**config.mk**
```make
export PLATFORM = sky130hd
export DESIGN_NAME = regfile_writeback
export DESIGN_NICKNAME = d
export VERILOG_FILES = /design/src/rtl/wb_pkg.sv /design/src/rtl/wb_fifo.sv /design/src/rtl/regfile_writeback.sv
export SDC_FILE = /design/constraint.sdc
export NUM_CORES = 1
export LEC_CHECK = 0
export BUFFER_PORTS_ARGS = -buffer_cell sky130_fd_sc_hd__buf_2
export CAP_MARGIN = 20
export CORE_MARGIN = 4
export CORE_UTILIZATION = 53
export CTS_CLUSTER_DIAMETER = 80
export CTS_CLUSTER_SIZE = 40
export DETAILED_ROUTE_END_ITERATION = 6
export GPL_ROUTABILITY_DRIVEN = 0
export PLACE_DENSITY = 0.8
export REMOVE_ABC_BUFFERS = 1
export SETUP_SLACK_MARGIN = 0.02
export SYNTH_ARGS = -nofsm -noshare
export SYNTH_HDL_FRONTEND = slang
export SYNTH_SLANG_ARGS = --single-unit
```
**constraint.sdc**
```tcl
create_clock -name clk -period 3.12 [get_ports clk]
set_input_delay 0.312 -clock clk [delete_from_list [all_inputs] [get_ports clk]]
set_output_delay 0.312 -clock clk [all_outputs]
set_load 0.05 [all_outputs]
```
**src/rtl/wb_pkg.sv**
```systemverilog
// Shared types for the register-file writeback port.
// Holds data width, register address width and the queued slow-result entry.
package wb_pkg;

    localparam int XLEN  = 32;
    localparam int REG_W = 5;

    typedef struct packed {
        logic [REG_W-1:0] rd;
        logic [XLEN-1:0]  wd;
    } wb_entry_t;

endpackage

```
**src/rtl/wb_fifo.sv**
```systemverilog
// Synchronous FIFO of long-latency writeback entries.
// Ports: clk, reset (async high), push/din, pop, head (oldest entry), count.
module wb_fifo
    import wb_pkg::*;
#(
    parameter int DEPTH = 2,
    localparam int AW   = $clog2(DEPTH),
    localparam int CW   = $clog2(DEPTH) + 1
) (
    input  logic          clk,
    input  logic          reset,
    input  logic          push,
    input  wb_entry_t     din,
    input  logic          pop,
    output wb_entry_t     head,
    output logic [CW-1:0] count
);

    wb_entry_t     mem [DEPTH];
    logic [AW-1:0] wptr;
    logic [AW-1:0] rptr;

    // Storage needs no reset: count alone decides what is valid.
    always_ff @(posedge clk) begin
        if (push) begin
            mem[wptr] <= din;
        end
    end

    always_ff @(posedge clk or posedge reset) begin
        if (reset) begin
            wptr  <= '0;
            rptr  <= '0;
            count <= '0;
        end else begin
            if (push) begin
                wptr <= wptr + AW'(1);
            end
            if (pop) begin
                rptr <= rptr + AW'(1);
            end
            count <= count + CW'(push) - CW'(pop);
        end
    end

    assign head = mem[rptr];

endmodule

```
**src/rtl/regfile_writeback.sv**
```systemverilog
// Owner of the register file write port: merges W-stage and slow results.
// Ports: pipe_* (W stage, stall), slow_* (FIFO in), iss_* (scoreboard set),
//        q1/q2 -> busy1/busy2, we3/a3/wd3 (regfile), fifo_count.
module regfile_writeback
    import wb_pkg::*;
#(
    parameter int XLEN         = 32,
    parameter int DEPTH        = 2,
    parameter int STARVE_LIMIT = 4,
    localparam int CW          = $clog2(DEPTH) + 1,
    localparam int SW          = $clog2(STARVE_LIMIT + 1)
) (
    input  logic             clk,
    input  logic             reset,
    input  logic             pipe_valid,
    input  logic [4:0]       pipe_rd,
    input  logic [XLEN-1:0]  pipe_wd,
    output logic             pipe_stall,
    input  logic             slow_valid,
    output logic             slow_ready,
    input  logic [4:0]       slow_rd,
    input  logic [XLEN-1:0]  slow_wd,
    input  logic             iss_valid,
    input  logic [4:0]       iss_rd,
    input  logic [4:0]       q1,
    input  logic [4:0]       q2,
    output logic             busy1,
    output logic             busy2,
    output logic             we3,
    output logic [4:0]       a3,
    output logic [XLEN-1:0]  wd3,
    output logic [CW-1:0]    fifo_count
);

    wb_entry_t   head;
    wb_entry_t   din;
    logic        push;
    logic        pop;
    logic        empty;
    logic        head_slot;
    logic        pipe_slot;
    logic        pipe_live;
    logic [SW-1:0] starve;
    logic [31:0] sb;
    logic [31:0] sb_next;

    assign din.rd = slow_rd;
    assign din.wd = slow_wd;

    assign slow_ready = (fifo_count < CW'(DEPTH));
    assign push       = slow_valid && slow_ready;
    assign empty      = (fifo_count == '0);

    wb_fifo #(
        .DEPTH (DEPTH)
    ) u_fifo (
        .clk   (clk),
        .reset (reset),
        .push  (push),
        .din   (din),
        .pop   (pop),
        .head  (head),
        .count (fifo_count)
    );

    // A pipe result to x0 is a no-op, so the head may take its slot.
    assign pipe_live  = pipe_valid && (pipe_rd != 5'd0);
    assign pipe_stall = pipe_live && !empty &&
                        (starve == SW'(STARVE_LIMIT));
    assign head_slot  = !empty && (pipe_stall || !pipe_live);
    assign pipe_slot  = !head_slot && pipe_valid;
    assign pop        = head_slot;

    always_comb begin
        we3 = 1'b0;
        a3  = '0;
        wd3 = '0;
        unique case (1'b1)
            head_slot: begin
                we3 = (head.rd != 5'd0);
                a3  = head.rd;
                wd3 = head.wd;
            end
            pipe_slot: begin
                we3 = (pipe_rd != 5'd0);
                a3  = pipe_rd;
                wd3 = pipe_wd;
            end
            default: begin
            end
        endcase
    end

    // At the limit the head is always popped, so no saturation needed.
    always_ff @(posedge clk or posedge reset) begin
        if (reset) begin
            starve <= '0;
        end else if (empty || pop) begin
            starve <= '0;
        end else begin
            starve <= starve + SW'(1);
        end
    end

    // Clear first, then set, so a same-cycle set on that register wins.
    always_comb begin
        sb_next = sb;
        if (pop && head.rd != 5'd0) begin
            sb_next[head.rd] = 1'b0;
        end
        if (iss_valid && iss_rd != 5'd0) begin
            sb_next[iss_rd] = 1'b1;
        end
        sb_next[0] = 1'b0;
    end

    always_ff @(posedge clk or posedge reset) begin
        if (reset) begin
            sb <= '0;
        end else begin
            sb <= sb_next;
        end
    end

    // A register being written this cycle reads as ready: the regfile
    // commits on the falling edge before the reader samples it.
    assign busy1 = (q1 != 5'd0) && sb[q1] &&
                   !(head_slot && we3 && a3 == q1);
    assign busy2 = (q2 != 5'd0) && sb[q2] &&
                   !(head_slot && we3 && a3 == q2);

endmodule

```
==> key figures, run 1 <==
Run status
  – Status: finished, final reports clean

Placement
  – Detailed Place HPWL: 9.77 mm
  – Port Buf Inserts: 137
  – Setup WS pre-CTS: 0.432 ns

Clocking
  – Clk sinks: 112
  – Worst skew pair latency: 0.38 ns
  – H-tree Lvls: 3
  – CTS clk-pin slew, worst paths: 0.11 ns
  – Postcts setup bufs: 0
  – PostCTS Resize Cnt: 0
  – Hold-fix buffers, CTS: 0
  – Num CTS Buffers: 9
  – Root Driver: clkbuf_8
  – Max clock buf depth: 2
  – TritonCTS clock tree: done

Worst setup path
  – Crit path largest cell delay: 0.39 ns
  – Crit-path cells: inv_1 > ha_1 > nand2_1 > o311ai_4 > nand2_4 > buf_12 > nand3_1 > o21ai_0 > buf_2
  – Bufs and invs on worst path: 3
  – Crit Path Category: reg2out
  – WP data required: 2.81 ns
  – Worst-path maximum fanout: 46
  – Slowest-stage cell, CP: dfrtp_1
  – Crit path DAT: 2.47 ns
  – Critical path's top delay family: buffers and inverters
  – Crit. End Element: output port
  – Startpoint types: flop

Worst hold path
  – Hold crit path type: in2reg

Global route
  – Total GRT Usage: 0.228
  – Number of global-route vias before repair: 4258
  – Initial antenna violation count: 1
  – First-pass GRT wire length: 20.9 mm
  – Largest net degree at the start of global routing: 47
  – Global route total overflow: 0

Timing
  – Slew at the pin with the worst max-slew slack: 0.945 ns
  – Final hold violation count: 0
  – Final period utilization: 0.892
  – Setup ws final: 0.336 ns
  – Final Hold Slack: 0.108 ns
  – Fmax: 359 MHz
  – RSZ-0062 raised after global routing: false
  – Worst slew margin: 0.370
  – Setup violators final: 0
  – Fin crit period: 2.78 ns
  – Final Max Tran Viols: 0
  – Fin Setup TNS: 0 ns
  – Max Clock Skew: 0.00989 ns

Synthesis
  – Avg Cell Area, Syn: 12.5 µm²
  – Synth Flop Type: edfxtp_1
  – Synth warnings: 0
  – Post-Syn Area: 0.00550 mm²
  – Post-synthesis compound-gate area fraction: 0.114
  – Post-synth top area share: 0.404
  – Post-synthesis mux area share: 0.156
  – Main area contributors after synthesis: edfxtp_1 (40%), dfrtp_1 (17%), o21ai_0 (8.4%)
  – Unique masters post-synth: 46
  – FF+latch count, synth: 112
  – Synth area leader: edfxtp_1
  – Register area share after synthesis: 0.577
  – Post-synth top cells: o21ai_0 (92), edfxtp_1 (74), mux2i_1 (44), nand3_1 (40), dfrtp_1 (38)
  – Async S/R FF share, synth: 0.339
  – Post-synthesis instance total: 441
  – Main combinational cell family by area after synthesis: multiplexers
  – Post-synth EDFFs: 74
  – Top-count cell post-synth: o21ai_0
  – Synth Area in XOR/XNOR: 0.0191
  – Post-synthesis adder-cell area fraction: 0.00911
  – Post-synthesis simple-gate area fraction: 0.0988

Floorplan
  – Die Span Y: 110 µm
  – I/O pin count: 138
  – Starting Density: 0.552
  – Die W: 110 µm
  – # rows: 36
  – Full die area: 0.0121 mm²
  – Placeable Area: 0.00995 mm²

Layout
  – Filler cells: 780
  – Nets: 673
  – Final core occ: 0.658
  – Multi-input gate area: 0.00219 mm²
  – Layout area overhead: 19.2%
  – Register area: 0.00317 mm²
  – Share of layout cells above drive strength 1: 0.334
  – Number of diodes: 0

Power and ir drop
  – Power per Cell Area: 890 mW/mm²
  – Worst vdd ir: 0.479 mV
  – Power Total: 0.00583 W
  – Leakage: 2.66 nW

Detailed routing
  – TritonRoute pass-1 iters: 5
  – DR WL met2: 6.65 mm
  – DRC violations left: 0
  – Initial DRC Count: 411
  – Vias per cell: 5.93
  – Antenna Nets Post-Route: 0
  – Met3 WL: 1.14 mm
  – Metal1 wirelength: 5.39 mm
  – Wirelength per Cell: 18.9 µm
  – Vias after detailed routing: 4231
  – Top sig layer: met5
  – Drt total wl: 13.5 mm

Run
  – Max cap viols: 0
==> layer usage <==
| layer | GRT usage | vias up |
|---|---|---|
| met1 | 0.281 | 2048 |
| met4 | 0.107 | 2 |
| met2 | 0.383 | 199 |
| li1 | - | 1958 |
| met5 | 0 | - |
| met3 | 0.0482 | 24 |
==> layout make-up <==
| cell class | instances | share of cell area |
|---|---|---|
| multi-input cells | 296 | 0.335 |
| well taps | 133 | 0.0254 |
| repair buffers | 147 | 0.121 |
| inverters | 9 | 0.00516 |
| flip-flops and latches | 112 | 0.485 |
| clock buffers | 9 | 0.0189 |
| clock inverters | 7 | 0.00993 |
==> sequential cells by signal (all words and copies together), names as in the netlist <==
register and cells:
sb 31, starve 3, u_fifo.rptr 1, u_fifo.count 2
u_fifo.wptr 1, u_fifo.mem 74
==> layout by cell type (no fill, tap or decap), types with 7 or more instances in the layout <==
cell	netlist	routed
buf_2	4	137
buf_4	1	7
clkbuf_8	0	9
dfrtp_1	38	37
edfxtp_1	74	74
inv_1	9	9
mux2i_1	44	44
mux4_2	16	16
nand2_1	16	16
nand3_1	40	40
nand4_1	7	7
nor2_1	12	12
o21ai_0	92	92
xnor2_1	9	9
==> worst paths after layout <==
path	depth (start not counted)	slack (ns)	from	endpoint
max in group asynchronous	4	2.23	reset	sb[21]$_DFF_PP0_
worst max-delay path	9	0.34	starve[0]$_DFF_PP0_	wd3[26]
worst max register to register	11	0.78	starve[0]$_DFF_PP0_	u_fifo.count[1]$_DFF_PP0_
worst min register to register	1	0.48	starve[0]$_DFF_PP0_	starve[0]$_DFF_PP0_
min in group asynchronous	3	0.43	reset	u_fifo.rptr$_DFFE_PP0P_
worst min-delay path	1	0.11	slow_wd[27]	u_fifo.mem[0][27]$_DFFE_PP_
==> stage by stage <==
stage	instance area (µm²)	std cells
floorplan	5390	417
global placement	6320	695
detailed placement	6320	695
CTS	6510	711
global route	6550	713
finish	6550	713
==> where the power goes <==
group / total [W] / leakage, nW / switching (W) / internal [W]
Sequential: 0.00232 / 1.14 / 0.000283 / 0.00204
Combinational: 0.00269 / 1.43 / 0.00179 / 0.000894
Clock: 0.000824 / 0.0905 / 0.000519 / 0.000305
==> kinds of logic after synthesis <==
| group | after synthesis |
|---|---|
| AO/OA/AOI/OAI | 113 |
| flip-flops | 112 |
| AND/OR/NAND/NOR | 102 |
| multiplexers | 65 |
| buffers and inverters | 33 |
| XOR/XNOR | 12 |
| adder cells (fa/ha/maj) | 4 |
(Power assumes the default switching activity.)
==> inputs of run 2 (changes only) <==
--- a/config.mk
+++ b/config.mk
@@ -5,15 +5,16 @@
 export SDC_FILE = /design/constraint.sdc
 export NUM_CORES = 1
 export LEC_CHECK = 0
-export BUFFER_PORTS_ARGS = -buffer_cell sky130_fd_sc_hd__buf_2
 export CAP_MARGIN = 20
 export CORE_MARGIN = 4
-export CORE_UTILIZATION = 53
+export CORE_UTILIZATION = 60
+export CTS_BUF_LIST = sky130_fd_sc_hd__clkbuf_16
 export CTS_CLUSTER_DIAMETER = 80
 export CTS_CLUSTER_SIZE = 40
 export DETAILED_ROUTE_END_ITERATION = 6
+export DONT_BUFFER_PORTS = 1
 export GPL_ROUTABILITY_DRIVEN = 0
-export PLACE_DENSITY = 0.8
+export PLACE_DENSITY = 0.76
 export REMOVE_ABC_BUFFERS = 1
 export SETUP_SLACK_MARGIN = 0.02
 export SYNTH_ARGS = -nofsm -noshare
==> run 2 against run 1 <==
Effect of this change: combinational power about the same; critical endpoint is now wd3[9]; maximum frequency fell by 2.6%; core utilization grew 4.6 points; register-to-register slack lost 0.11 ns; sequential share of layout area rose by 2.7 points; design area fell by 5.3%; largest power group unchanged.
==> key figures, run 2 (synthesis results as in run 1) <==
Timing
  – Final period utilization: 0.916
  – Fmax: 350 MHz
  – RSZ-0062 raised after global routing: false
  – Fin Setup TNS: 0 ns
  – Final Max Tran Viols: 0
  – Worst slew margin: 0.400
  – Final Hold Slack: 0.0584 ns
  – Max Clock Skew: 0.00914 ns
  – Slew at the pin with the worst max-slew slack: 0.897 ns
  – Fin crit period: 2.86 ns
  – Final hold violation count: 0
  – Setup violators final: 0

Clocking
  – TritonCTS clock tree: done
  – Num CTS Buffers: 9
  – Worst skew pair latency: 0.34 ns
  – Clk sinks: 112
  – Postcts setup bufs: 0
  – Root Driver: clkbuf_16
  – CTS clk-pin slew, worst paths: 0.08 ns
  – Max clock buf depth: 2
  – H-tree Lvls: 3

Layout
  – Final core occ: 0.704
  – Max FFs per register: 74
  – Register area: 0.00317 mm²
  – Nets: 575
  – Most common cell after layout, fill and taps aside: edfxtp_1
  – Number of diodes: 0
  – Multi-input gate area: 0.00220 mm²
  – Most frequent cells in the layout: edfxtp_1 (74), o21ai_0 (59), buf_4 (47)
  – Filler cells: 588
  – Design area: 0.00620 mm²
  – Share of layout cells above drive strength 1: 0.199
  – Layout area overhead: 12.8%
  – Largest registers: u_fifo.mem: 74 flops, sb: 31 flops, starve: 3 flops
  – Most flops, register: u_fifo.mem

Placement
  – Detailed Place HPWL: 8.95 mm
  – Port Buf Inserts: 0
  – Dpl cell area: 0.00590 mm²

Worst setup path
  – Reg2reg end: u_fifo.count[1]$_DFF_PP0_
  – R2r setup slk: 0.67 ns
  – Worst R2R Path Depth: 9
  – Worst-path maximum fanout: 44
  – WP data required: 2.81 ns
  – Crit. End Element: output port
  – R2r startpoint: u_fifo.count[0]$_DFF_PP0_
  – Crit path DAT: 2.55 ns
  – Crit Path Category: reg2out
  – Startpoint types: flop

Floorplan
  – Die W: 104 µm
  – Placeable Area: 0.00881 mm²
  – Starting Density: 0.624
  – Die Span Y: 104 µm
  – # rows: 34
  – I/O pin count: 138
  – Full die area: 0.0108 mm²

Global route
  – Initial antenna violation count: 0
  – Largest net degree at the start of global routing: 45
  – Total GRT Usage: 0.238
  – First-pass GRT wire length: 20.4 mm
  – Number of global-route vias before repair: 3996
  – Global route total overflow: 0

Worst hold path
  – Hold path depth: 0
  – Min-Delay Endpoint: u_fifo.mem[1][18]$_DFFE_PP_
  – Hold crit path type: in2reg
  – Hold path start: slow_wd[18]

Power and ir drop
  – Clock share of power: 0.180
  – Psw: 0.00256 W
  – Cell Int Power: 0.00355 W
  – Power per Cell Area: 986 mW/mm²
  – Leakage: 2.34 nW
  – Share of power burned in registers: 0.382
  – Sw Ratio: 0.418
  – Worst vdd ir: 0.546 mV
  – Gate power share: 0.438

Detailed routing
  – Initial DRC Count: 415
  – Drt total wl: 12.6 mm
  – TritonRoute pass-1 iters: 5
  – Antenna Nets Post-Route: 0
  – Wirelength per Cell: 21.3 µm
  – Vias after detailed routing: 3900
  – DRC violations left: 0
  – Vias per cell: 6.61

Run
  – Max cap viols: 0

Run status
  – Status: finished, final reports clean
==> run 2: metrics by stage <==
stage	setup WS (ns)	cells	total power, W
floorplan	-0.840	417	0.00425
finish	0.262	590	0.00611
detailed placement	0.538	573	0.00502
global route	0.0654	590	0.00643
CTS	0.143	590	0.00612
global placement	0.670	573	0.00493
==> run 2: routing by layer <==
layer	vias up	routed length (µm)	global-route usage
met5	-	0	0
met1	1902	4750	0.292
met2	211	6240	0.396
li1	1762	-	-
met3	25	1320	0.0784
met4	0	257	0.0845
==> run 2: how the worst max path moves through the flow <==
| stage | from | to | slack [ns] | cells past startpoint |
|---|---|---|---|---|
| after floorplan | u_fifo.rptr$_DFFE_PP0P_ | busy1 | -0.84 | 5 |
| after global placement | u_fifo.count[0]$_DFF_PP0_ | wd3[11] | 0.67 | 7 |
| after detailed placement | u_fifo.count[0]$_DFF_PP0_ | wd3[19] | 0.54 | 7 |
| after CTS | u_fifo.count[0]$_DFF_PP0_ | wd3[0] | 0.14 | 7 |
| after global routing | u_fifo.count[0]$_DFF_PP0_ | wd3[13] | 0.07 | 7 |
| final | u_fifo.count[0]$_DFF_PP0_ | wd3[9] | 0.26 | 7 |
==> run 2: layout make-up <==
type                            instances  share of cell area
Clock inverter                          7             0.00989
Multi-Input combinational cell        296               0.354
Inverter                                9             0.00545
Clock buffer                            9              0.0363
Timing Repair Buffer                   49              0.0603
Tap cell                              108              0.0218
Sequential cell                       112               0.512
==> run 2: what timing repair did <==
action	CTS	global route
endpoints found under the setup margin	0	21
endpoints found under the hold margin	38	0
gates resized for setup	0	1
hold buffers	1	0
==> run 2: critical path, stage by stage (launching register included) <==
cell	delay (ns)
dfrtp_1	0.59
inv_1	0.17
nand2_1	0.27
nand2_4	0.39
buf_6	0.33
nand3_1	0.12
o21ai_1	0.09
buf_4	0.21
==> run 2: power groups by stage <==
| stage | sequential (W) | clock, W | combinational (W) |
|---|---|---|---|
| after floorplan | 0.00237 | 0 | 0.00188 |
| after global placement | 0.00231 | 0 | 0.00262 |
| after detailed placement | 0.00235 | 0 | 0.00267 |
| after CTS | 0.00232 | 0.00112 | 0.00268 |
| after global routing | 0.00237 | 0.00118 | 0.00288 |
| final | 0.00233 | 0.00110 | 0.00268 |
